**src/rtl/ram_dq_arbiter_if.sv**
```systemverilog
// ram_dq_arbiter_if: bundles the request/grant/read-return signals of the two
// requesters, the clear control and the RAM pin group into one interface.
//   slave  : the arbiter view (takes requests, drives grants and RAM pins)
//   master : the client/RAM side view (drives requests, receives grants)
interface ram_dq_arbiter_if #(
    parameter int WIDTH   = 2,
    parameter int WIDTHAD = 14
);
    // requester A
    logic               ReqA;
    logic               WeA;
    logic [WIDTHAD-1:0] AddrA;
    logic [WIDTH-1:0]   DataA;
    logic               GntA;
    logic               RdValidA;
    logic [WIDTH-1:0]   RdDataA;
    // requester B
    logic               ReqB;
    logic               WeB;
    logic [WIDTHAD-1:0] AddrB;
    logic [WIDTH-1:0]   DataB;
    logic               GntB;
    logic               RdValidB;
    logic [WIDTH-1:0]   RdDataB;
    // clear sequencer
    logic               Clear;
    logic [WIDTH-1:0]   ClearVal;
    logic               Busy;
    // RAM pins
    logic [WIDTHAD-1:0] RamAddress;
    logic [WIDTH-1:0]   RamData;
    logic               RamWE;
    logic               RamClockEn;
    logic [WIDTH-1:0]   RamQ;

    modport slave (
        input  ReqA, WeA, AddrA, DataA,
        output GntA, RdValidA, RdDataA,
        input  ReqB, WeB, AddrB, DataB,
        output GntB, RdValidB, RdDataB,
        input  Clear, ClearVal,
        output Busy,
        output RamAddress, RamData, RamWE, RamClockEn,
        input  RamQ
    );

    modport master (
        output ReqA, WeA, AddrA, DataA,
        input  GntA, RdValidA, RdDataA,
        output ReqB, WeB, AddrB, DataB,
        input  GntB, RdValidB, RdDataB,
        output Clear, ClearVal,
        input  Busy,
        input  RamAddress, RamData, RamWE, RamClockEn,
        output RamQ
    );
endinterface

```
**src/rtl/ram_dq_arbiter.sv**
```systemverilog
// ram_dq_arbiter: round-robin sharing of one RAM_DQ-style single-port RAM
// (registered address/data, unregistered Q) between requesters A and B, plus
// a clear sequencer that sweeps every word to a fill value.
// Ports:
//   Clock  - clock for this block and the RAM
//   Reset  - synchronous, active-high
//   bus    - ram_dq_arbiter_if.slave: requester A/B handshakes, Clear/
//            ClearVal/Busy, and the RAM Address/Data/WE/ClockEn/Q pins
module ram_dq_arbiter #(
    parameter int WIDTH    = 2,
    parameter int WIDTHAD  = 14,
    parameter int NUMWORDS = 16384
) (
    input  logic              Clock,
    input  logic              Reset,
    ram_dq_arbiter_if.slave   bus
);

    typedef enum logic {IDLE, CLEAR} state_t;

    localparam logic [WIDTHAD-1:0] LAST_ADDR = WIDTHAD'(NUMWORDS - 1);

    state_t             state_q, state_d;
    logic [WIDTHAD-1:0] cnt_q, cnt_d;
    logic [WIDTH-1:0]   fill_q, fill_d;
    logic               last_b_q, last_b_d;   // 1: B was granted last
    logic               rdv_a_q, rdv_a_d;
    logic               rdv_b_q, rdv_b_d;
    logic [WIDTHAD-1:0] addr_hold_q, addr_hold_d;
    logic [WIDTH-1:0]   data_hold_q, data_hold_d;

    logic               gnt_a, gnt_b;
    logic               ram_we, ram_ce;
    logic [WIDTHAD-1:0] ram_addr;
    logic [WIDTH-1:0]   ram_data;

    always_comb begin
        state_d  = state_q;
        cnt_d    = cnt_q;
        fill_d   = fill_q;
        last_b_d = last_b_q;
        rdv_a_d  = 1'b0;
        rdv_b_d  = 1'b0;
        gnt_a    = 1'b0;
        gnt_b    = 1'b0;
        ram_we   = 1'b0;
        ram_ce   = 1'b0;
        // With no access the address/data pins just keep their last drive,
        // which avoids needless toggling on the RAM inputs.
        ram_addr = addr_hold_q;
        ram_data = data_hold_q;

        if (state_q == IDLE) begin
            // A wins when alone, or on contention when B went last.
            if (bus.ReqA && (!bus.ReqB || last_b_q))
                gnt_a = 1'b1;
            else if (bus.ReqB)
                gnt_b = 1'b1;

            if (gnt_a) begin
                ram_addr = bus.AddrA;
                ram_data = bus.DataA;
                ram_we   = bus.WeA;
                ram_ce   = 1'b1;
                last_b_d = 1'b0;
                rdv_a_d  = !bus.WeA;
            end else if (gnt_b) begin
                ram_addr = bus.AddrB;
                ram_data = bus.DataB;
                ram_we   = bus.WeB;
                ram_ce   = 1'b1;
                last_b_d = 1'b1;
                rdv_b_d  = !bus.WeB;
            end

            // The Clear cycle itself still serves a request; the sweep
            // starts on the following cycle.
            if (bus.Clear) begin
                fill_d  = bus.ClearVal;
                cnt_d   = '0;
                state_d = CLEAR;
            end
        end else begin
            ram_addr = cnt_q;
            ram_data = fill_q;
            ram_we   = 1'b1;
            ram_ce   = 1'b1;
            if (cnt_q == LAST_ADDR) begin
                state_d = IDLE;
                cnt_d   = '0;
            end else begin
                cnt_d = cnt_q + WIDTHAD'(1);
            end
        end

        addr_hold_d = ram_addr;
        data_hold_d = ram_data;

        // Nothing may reach the RAM or the requesters while in reset.
        if (Reset) begin
            gnt_a  = 1'b0;
            gnt_b  = 1'b0;
            ram_we = 1'b0;
            ram_ce = 1'b0;
        end
    end

    always_ff @(posedge Clock) begin
        if (Reset) begin
            state_q     <= IDLE;
            cnt_q       <= '0;
            fill_q      <= '0;
            last_b_q    <= 1'b1;
            rdv_a_q     <= 1'b0;
            rdv_b_q     <= 1'b0;
            addr_hold_q <= '0;
            data_hold_q <= '0;
        end else begin
            state_q     <= state_d;
            cnt_q       <= cnt_d;
            fill_q      <= fill_d;
            last_b_q    <= last_b_d;
            rdv_a_q     <= rdv_a_d;
            rdv_b_q     <= rdv_b_d;
            addr_hold_q <= addr_hold_d;
            data_hold_q <= data_hold_d;
        end
    end

    assign bus.GntA       = gnt_a;
    assign bus.GntB       = gnt_b;
    assign bus.RdValidA   = rdv_a_q;
    assign bus.RdValidB   = rdv_b_q;
    // RAM Q is already one cycle behind the registered address, so it lines
    // up with the registered valid flag without further staging.
    assign bus.RdDataA    = bus.RamQ;
    assign bus.RdDataB    = bus.RamQ;
    assign bus.Busy       = (state_q == CLEAR);
    assign bus.RamAddress = ram_addr;
    assign bus.RamData    = ram_data;
    assign bus.RamWE      = ram_we;
    assign bus.RamClockEn = ram_ce;

endmodule

```
**src/flat_wrapper.sv**
```systemverilog
// flat-port wrapper written by rule: the top's interface ports become plain ports
module ram_dq_arbiter_flat 
#(
    parameter int WIDTH    = 2,
    parameter int WIDTHAD  = 14,
    parameter int NUMWORDS = 16384
)
  (Clock, Reset, bus_ReqA, bus_WeA, bus_AddrA, bus_DataA, bus_GntA, bus_RdValidA, bus_RdDataA, bus_ReqB, bus_WeB, bus_AddrB, bus_DataB, bus_GntB, bus_RdValidB, bus_RdDataB, bus_Clear, bus_ClearVal, bus_Busy, bus_RamAddress, bus_RamData, bus_RamWE, bus_RamClockEn, bus_RamQ);
  ram_dq_arbiter_if #(.WIDTH(WIDTH), .WIDTHAD(WIDTHAD)) bus_i ();
  input  logic Clock;
  input  logic Reset;
  input wire logic [$bits(bus_i.ReqA)-1:0] bus_ReqA;
  input wire logic [$bits(bus_i.WeA)-1:0] bus_WeA;
  input wire logic [$bits(bus_i.AddrA)-1:0] bus_AddrA;
  input wire logic [$bits(bus_i.DataA)-1:0] bus_DataA;
  output wire logic [$bits(bus_i.GntA)-1:0] bus_GntA;
  output wire logic [$bits(bus_i.RdValidA)-1:0] bus_RdValidA;
  output wire logic [$bits(bus_i.RdDataA)-1:0] bus_RdDataA;
  input wire logic [$bits(bus_i.ReqB)-1:0] bus_ReqB;
  input wire logic [$bits(bus_i.WeB)-1:0] bus_WeB;
  input wire logic [$bits(bus_i.AddrB)-1:0] bus_AddrB;
  input wire logic [$bits(bus_i.DataB)-1:0] bus_DataB;
  output wire logic [$bits(bus_i.GntB)-1:0] bus_GntB;
  output wire logic [$bits(bus_i.RdValidB)-1:0] bus_RdValidB;
  output wire logic [$bits(bus_i.RdDataB)-1:0] bus_RdDataB;
  input wire logic [$bits(bus_i.Clear)-1:0] bus_Clear;
  input wire logic [$bits(bus_i.ClearVal)-1:0] bus_ClearVal;
  output wire logic [$bits(bus_i.Busy)-1:0] bus_Busy;
  output wire logic [$bits(bus_i.RamAddress)-1:0] bus_RamAddress;
  output wire logic [$bits(bus_i.RamData)-1:0] bus_RamData;
  output wire logic [$bits(bus_i.RamWE)-1:0] bus_RamWE;
  output wire logic [$bits(bus_i.RamClockEn)-1:0] bus_RamClockEn;
  input wire logic [$bits(bus_i.RamQ)-1:0] bus_RamQ;
  assign bus_i.ReqA = bus_ReqA;
  assign bus_i.WeA = bus_WeA;
  assign bus_i.AddrA = bus_AddrA;
  assign bus_i.DataA = bus_DataA;
  assign bus_GntA = bus_i.GntA;
  assign bus_RdValidA = bus_i.RdValidA;
  assign bus_RdDataA = bus_i.RdDataA;
  assign bus_i.ReqB = bus_ReqB;
  assign bus_i.WeB = bus_WeB;
  assign bus_i.AddrB = bus_AddrB;
  assign bus_i.DataB = bus_DataB;
  assign bus_GntB = bus_i.GntB;
  assign bus_RdValidB = bus_i.RdValidB;
  assign bus_RdDataB = bus_i.RdDataB;
  assign bus_i.Clear = bus_Clear;
  assign bus_i.ClearVal = bus_ClearVal;
  assign bus_Busy = bus_i.Busy;
  assign bus_RamAddress = bus_i.RamAddress;
  assign bus_RamData = bus_i.RamData;
  assign bus_RamWE = bus_i.RamWE;
  assign bus_RamClockEn = bus_i.RamClockEn;
  assign bus_i.RamQ = bus_RamQ;
  ram_dq_arbiter #(.WIDTH(WIDTH), .WIDTHAD(WIDTHAD), .NUMWORDS(NUMWORDS)) u_core (.Clock(Clock), .Reset(Reset), .bus(bus_i));
endmodule
```
**config.mk**
```make
export PLATFORM = sky130hd
export DESIGN_NAME = ram_dq_arbiter_flat
export DESIGN_NICKNAME = d
export VERILOG_FILES = /design/src/rtl/ram_dq_arbiter_if.sv /design/src/rtl/ram_dq_arbiter.sv /design/src/flat_wrapper.sv
export SDC_FILE = /design/constraint.sdc
export NUM_CORES = 1
export LEC_CHECK = 0
export BUFFER_PORTS_ARGS = -buffer_cell sky130_fd_sc_hd__buf_2
export CORE_MARGIN = 2
export CORE_UTILIZATION = 55
export CTS_CLUSTER_DIAMETER = 200
export DETAILED_ROUTE_END_ITERATION = 16
export GPL_TIMING_DRIVEN = 1
export PLACE_DENSITY = 0.87
export SETUP_SLACK_MARGIN = 0.02
export SYNTH_ARGS = -nofsm -noshare
export SYNTH_HDL_FRONTEND = slang
export SYNTH_SLANG_ARGS = --single-unit
```
**constraint.sdc**
```tcl
create_clock -name Clock -period 4.4 [get_ports Clock]
set_input_delay 0.44 -clock Clock [delete_from_list [all_inputs] [get_ports Clock]]
set_output_delay 0.44 -clock Clock [all_outputs]
set_load 0.02 [all_outputs]
```
After elaboration in Yosys (flattened, before gate mapping). Index checks and enable logic that the tools add are counted.

Equality and inequality tests: 1. Add/sub/neg operators: 1. Multiplexer cells: 31. Bitwise operators: 3. Reduce and logical (&&, ||, !) cells: 11.

Operators with widths (count): 2-to-1 mux 14 bit (6); 2-to-1 mux 1 bit (22); adder 14 x 1 -> 14 bit (second input constant) (1); == test 14 bit (second input constant) (1); 2-to-1 mux 2 bit (3); AND reduction 2 bit (2); nonzero test 2 bit (2); OR reduction 4 bit (1); zero test 1 bit (3); NOT 1 bit (3); OR reduction 3 bit (1); logical AND 1 bit (1); logical OR 1 bit (1).

Logic and storage cells: 55. Flip-flop bits (word level): 36. Output and inout bits: 27.

Longest topological paths before layout.
Depth in word-level cells: 9. Mapped depth: 7. Gate-level depth less buffers: 5.

Least setup slack after synthesis. No wires, ideal clock.

Kind: input -> output. Start: input bus_ReqA. End: output bus_RamAddress[3]. Required time: 3.960 ns. Setup slack: 2.364 ns. Stages: 6. Data arrival time: 1.596 ns. Cell sequence: buf_4 nand2_2 buf_2 nand2_1 o221ai_1 o21ai_0.

Longest elaborated chain between the ends: 6. Elaborated cells on any way between the ends: 8. Those cells by class: 7 x mux; 1 x reduce/logical.

Ends and longest elaborated chain: start: declaration (RTL line flat_wrapper.sv:12) `input wire logic [$bits(bus_i.ReqA)-1:0] bus_ReqA;`; logical AND 1 bit * (RTL line ram_dq_arbiter.sv:55) `if (bus.ReqA && (!bus.ReqB || last_b_q))`; 2-to-1 mux 1 bit (RTL line ram_dq_arbiter.sv:55); 2-to-1 mux 1 bit (RTL line ram_dq_arbiter.sv:53) `if (state_q == IDLE) begin`; 2-to-1 mux 14 bit (RTL line ram_dq_arbiter.sv:67) `end else if (gnt_b) begin`; 2-to-1 mux 14 bit * (RTL line ram_dq_arbiter.sv:60) `if (gnt_a) begin`; 2-to-1 mux 14 bit * (RTL line ram_dq_arbiter.sv:53); end: declaration (RTL line flat_wrapper.sv:29) `output wire logic [$bits(bus_i.RamAddress)-1:0] bus_RamAddress;`.

Every way passes the cells marked *; elsewhere a longest branch is shown, timed or not. The select of a mux whose other input is x is not followed.

Worst setup path after layout.
Start: register u_core.state_q (netlist: u_core.bus.Busy). End: output bus_RamAddress[13].

Longest elaborated chain between the ends: 1.

Ends and longest elaborated chain: start: declaration (RTL line ram_dq_arbiter.sv:23) `state_t state_q, state_d;`; start signal: assignment (RTL line ram_dq_arbiter.sv:119) `state_q <= state_d;`; 2-to-1 mux 14 bit (RTL line ram_dq_arbiter.sv:53).

No other way between the ends.

==> results.sh <==
export IMPL_skew_ns=0.00324
export IMPL_maxCapViolCount=0
export IMPL_report_final_slew_viol_count=0
export IMPL_post_cts_repair_setup_buffers=0
export IMPL_antenna_found_initial=0
export IMPL_core_mm2=0.00374
export IMPL_reg2reg_depth=3
export IMPL_wire_per_inst_um=14.2
export IMPL_cpMaxStageDelayCell="dfxtp_2"
export IMPL_gr_total_overflow=0
export IMPL_worstSkewPairLatency_ns=0.28
export IMPL_syn2layout_area_growth_pct=12.3
export IMPL_setup_tns_ns=0
export IMPL_leakagePower_nw=1.02
export IMPL_setup_viol=0
export IMPL_cts_clk_slew_worst_paths_ns=0.06
export IMPL_holdWs_ns=0.337
export IMPL_status="finished clean"
export IMPL_p_per_area_mw_per_mm2=302
export IMPL_crit_cells=3
export IMPL_maxSlewHeadroom_pct=38.5
export IMPL_grt_pass1_wl_um=8020
export IMPL_viasPerCell=5.85
export IMPL_post_cts_resize_count=0
export IMPL_ff2ff_setup_slack_ns=2.50
export IMPL_rsz0062_at_grt="false"
export IMPL_antenna_cells=0
export IMPL_timing_fmax_mhz=398
export IMPL_total_power_uw=738
export IMPL_syn_avg_cell_area_um2=8.63
export IMPL_drc=0
export IMPL_hold_depth=2
export IMPL_holdCritPathClass="primary input to register"
export IMPL_yosysSeqAreaShare_pct=33.1
export IMPL_h_tree_depth=2
export IMPL_dieHeight_um=66.9
export IMPL_cts_sinks=36
export IMPL_numPortBuffers=63
export IMPL_ys_warn_count=0
export IMPL_vias=2011
export IMPL_ys_flop_type="dfxtp_1"
export IMPL_grt_usage_pct=23.2
export IMPL_layout_nets=339
export IMPL_cp_data_required_time_ns=3.96
export IMPL_synthesis_instances=252
export IMPL_dp_cells=336
export IMPL_grt_max_degree=52
export IMPL_path_max_fanout=51
export IMPL_clockBufferDepth=2
export IMPL_chipWidth_um=66.9
export IMPL_antenna_left=0
export IMPL_start_kind="register"
export IMPL_synthDistinctLibCells=48
export IMPL_netlist_area_mm2=0.00217
export IMPL_firstDrtPassIters=4
export IMPL_irDropWorstVdd_uv=177
export IMPL_final_layout_size_suffix_gt1_share_pct=30.1
export IMPL_clockRootBuffer="clkbuf_8"
export IMPL_worstPathCellList="nand3b_4 -> o221ai_1 -> buf_2"
export IMPL_cts_tree="built"
export IMPL_rows=22
export IMPL_synth_edf_count=0
export IMPL_gp_congestion=0.780
export IMPL_fin_crit_ns=2.51
export IMPL_grt_pass1_vias=1775
export IMPL_cts_hold_buffers=0
export IMPL_cts_made_buffers=5
export IMPL_critPathKind="register to output pin"
export IMPL_slowest_delay_ns=0.93
export IMPL_wl_um=4900
export IMPL_drt_iter0_drc=105
export IMPL_endpoint_kind="output pin"
export IMPL_max_slew_worst_pin_slew_ns=0.923
export IMPL_dpl_hpwl_um=3440
export IMPL_critical_path_top_delay_family="flip-flops"
export IMPL_arrival_ns=2.07
export IMPL_start_util_pct=58.1
export IMPL_post_route_period_util_pct=57.0
export IMPL_syn_nets=296
export IMPL_io_pins=70
export IMPL_crit_buf_inv=1
export IMPL_timing_final_hold_violations=0
export IMPL_yosys_register_bits=36
export IMPL_die_area_mm2=0.00447
export IMPL_synthArstFlopShare_pct=0
export IMPL_final_instance_count_excl_fill=344
[registers in the layout, summed over array words and instances (netlist names)]
name and flops:
u_core.bus.Busy 1, u_core.fill_q 2, u_core.data_hold_q 2, u_core.bus.RdValidB 1, u_core.last_b_q 1, u_core.addr_hold_q 14
u_core.bus.RdValidA 1, u_core.cnt_q 14
[through the flow]
| step | instance area [um^2] | setup WS [ns] | utilization (%) |
|---|---|---|---|
| after detailed placement | 2350 | 2.08 | 62.8 |
| after global placement | 2350 | 2.14 | 62.8 |
| after floorplan | 2170 | 2.36 | - |
| final | 2440 | 1.89 | 65.2 |
| after global routing | 2440 | 1.75 | 65.2 |
| after CTS | 2440 | 1.90 | 65.2 |
[cells in the final DEF (no fill, tap or decap), types with 2 or more instances in the layout]
| cell type | instances |
|---|---|
| buf_2 | 63 |
| dfxtp_1 | 35 |
| nand2_1 | 23 |
| a31oi_1 | 21 |
| inv_1 | 18 |
| nor2b_1 | 14 |
| nor3b_1 | 13 |
| o221ai_2 | 8 |
| o221ai_1 | 8 |
| o21ai_0 | 8 |
| nor2_1 | 7 |
| a21oi_1 | 6 |
| nand4_1 | 6 |
| clkbuf_8 | 6 |
| nand3b_1 | 5 |
| nand3_1 | 5 |
| nor3_1 | 4 |
| o22ai_1 | 4 |
| mux2_2 | 3 |
| and4_1 | 3 |
| mux2i_1 | 3 |
| and3_1 | 2 |
| nand2b_1 | 2 |
| a41oi_1 | 2 |
| or3_1 | 2 |
| a32o_1 | 2 |
| a211oi_1 | 2 |
| clkbuf_1 | 2 |
[path summary, 6_finish.rpt]
check,startpoint,end
min,bus_WeA,u_core.bus.RdValidA
max reg2reg,u_core.bus.Busy,u_core.cnt_q[13]
max,u_core.bus.Busy,bus_RamAddress[13]
min reg2reg,u_core.cnt_q[11],u_core.cnt_q[11]
[worst reg2reg max path, delay by kind of cell (launching register included)]
family           cells  cell delay (ns)
AO/OA/AOI/OAI        1             0.09
AND/OR/NAND/NOR      2             0.81
flip-flops           1             0.93
[layer usage]
layer / track usage (%) / wire length, um / vias to the layer above
li1: - / - / 999
met1: 31.3 / 2290 / 928
met2: 36.1 / 2180 / 82
met3: 6.25 / 408 / 2
met4: 6.63 / 17 / 0
met5: 0 / 0 / -
[cell usage after synthesis (all sizes together) (3+ instances only)]
library cell / number / area [um^2]
and3: 4 / 31.3
nand2b: 3 / 21.3
a31oi: 21 / 131
nor2: 7 / 26.3
nand3: 5 / 25.0
nand3b: 6 / 57.6
clkbuf: 5 / 28.8
mux2: 3 / 33.8
a21oi: 6 / 30.0
nand2: 24 / 92.6
o22ai: 4 / 25.0
and4: 3 / 26.3
buf: 22 / 171
o221ai: 16 / 190
nor2b: 14 / 87.6
dfxtp: 36 / 721
nand4: 7 / 58.8
nor3: 5 / 30.0
o21ai: 9 / 45.0
inv: 18 / 67.6
nor3b: 13 / 97.6
mux2i: 3 / 30.0
[report_power, final]
part	switching [mW]	leakage, nW	internal (mW)
combinational	0.0859	0.682	0.0623
sequential	0.0144	0.294	0.340
clock	0.107	0.0455	0.128
[cell families (layout without fill, tap and decap cells)]
family / Yosys count / count (layout) / synth area share, %
compound gates: 64 / 64 / 22.6
xor+xnor: 2 / 2 / 0.806
fa+ha+maj: 1 / 1 / 0.575
buf+inv: 45 / 89 / 12.3
flops: 36 / 36 / 33.1
mux: 6 / 6 / 2.93
simple gates: 98 / 98 / 27.7
[final cells by class]
cell class / count / area (um^2)
flip-flops and latches: 36 / 722
multi-input cells: 171 / 1190
fillers: 323 / 1300
inverters: 18 / 67.6
well taps: 48 / 60.1
repair buffers: 63 / 315
clock buffers: 8 / 90.1
No activity file was read; power rests on OpenSTA's default activity.
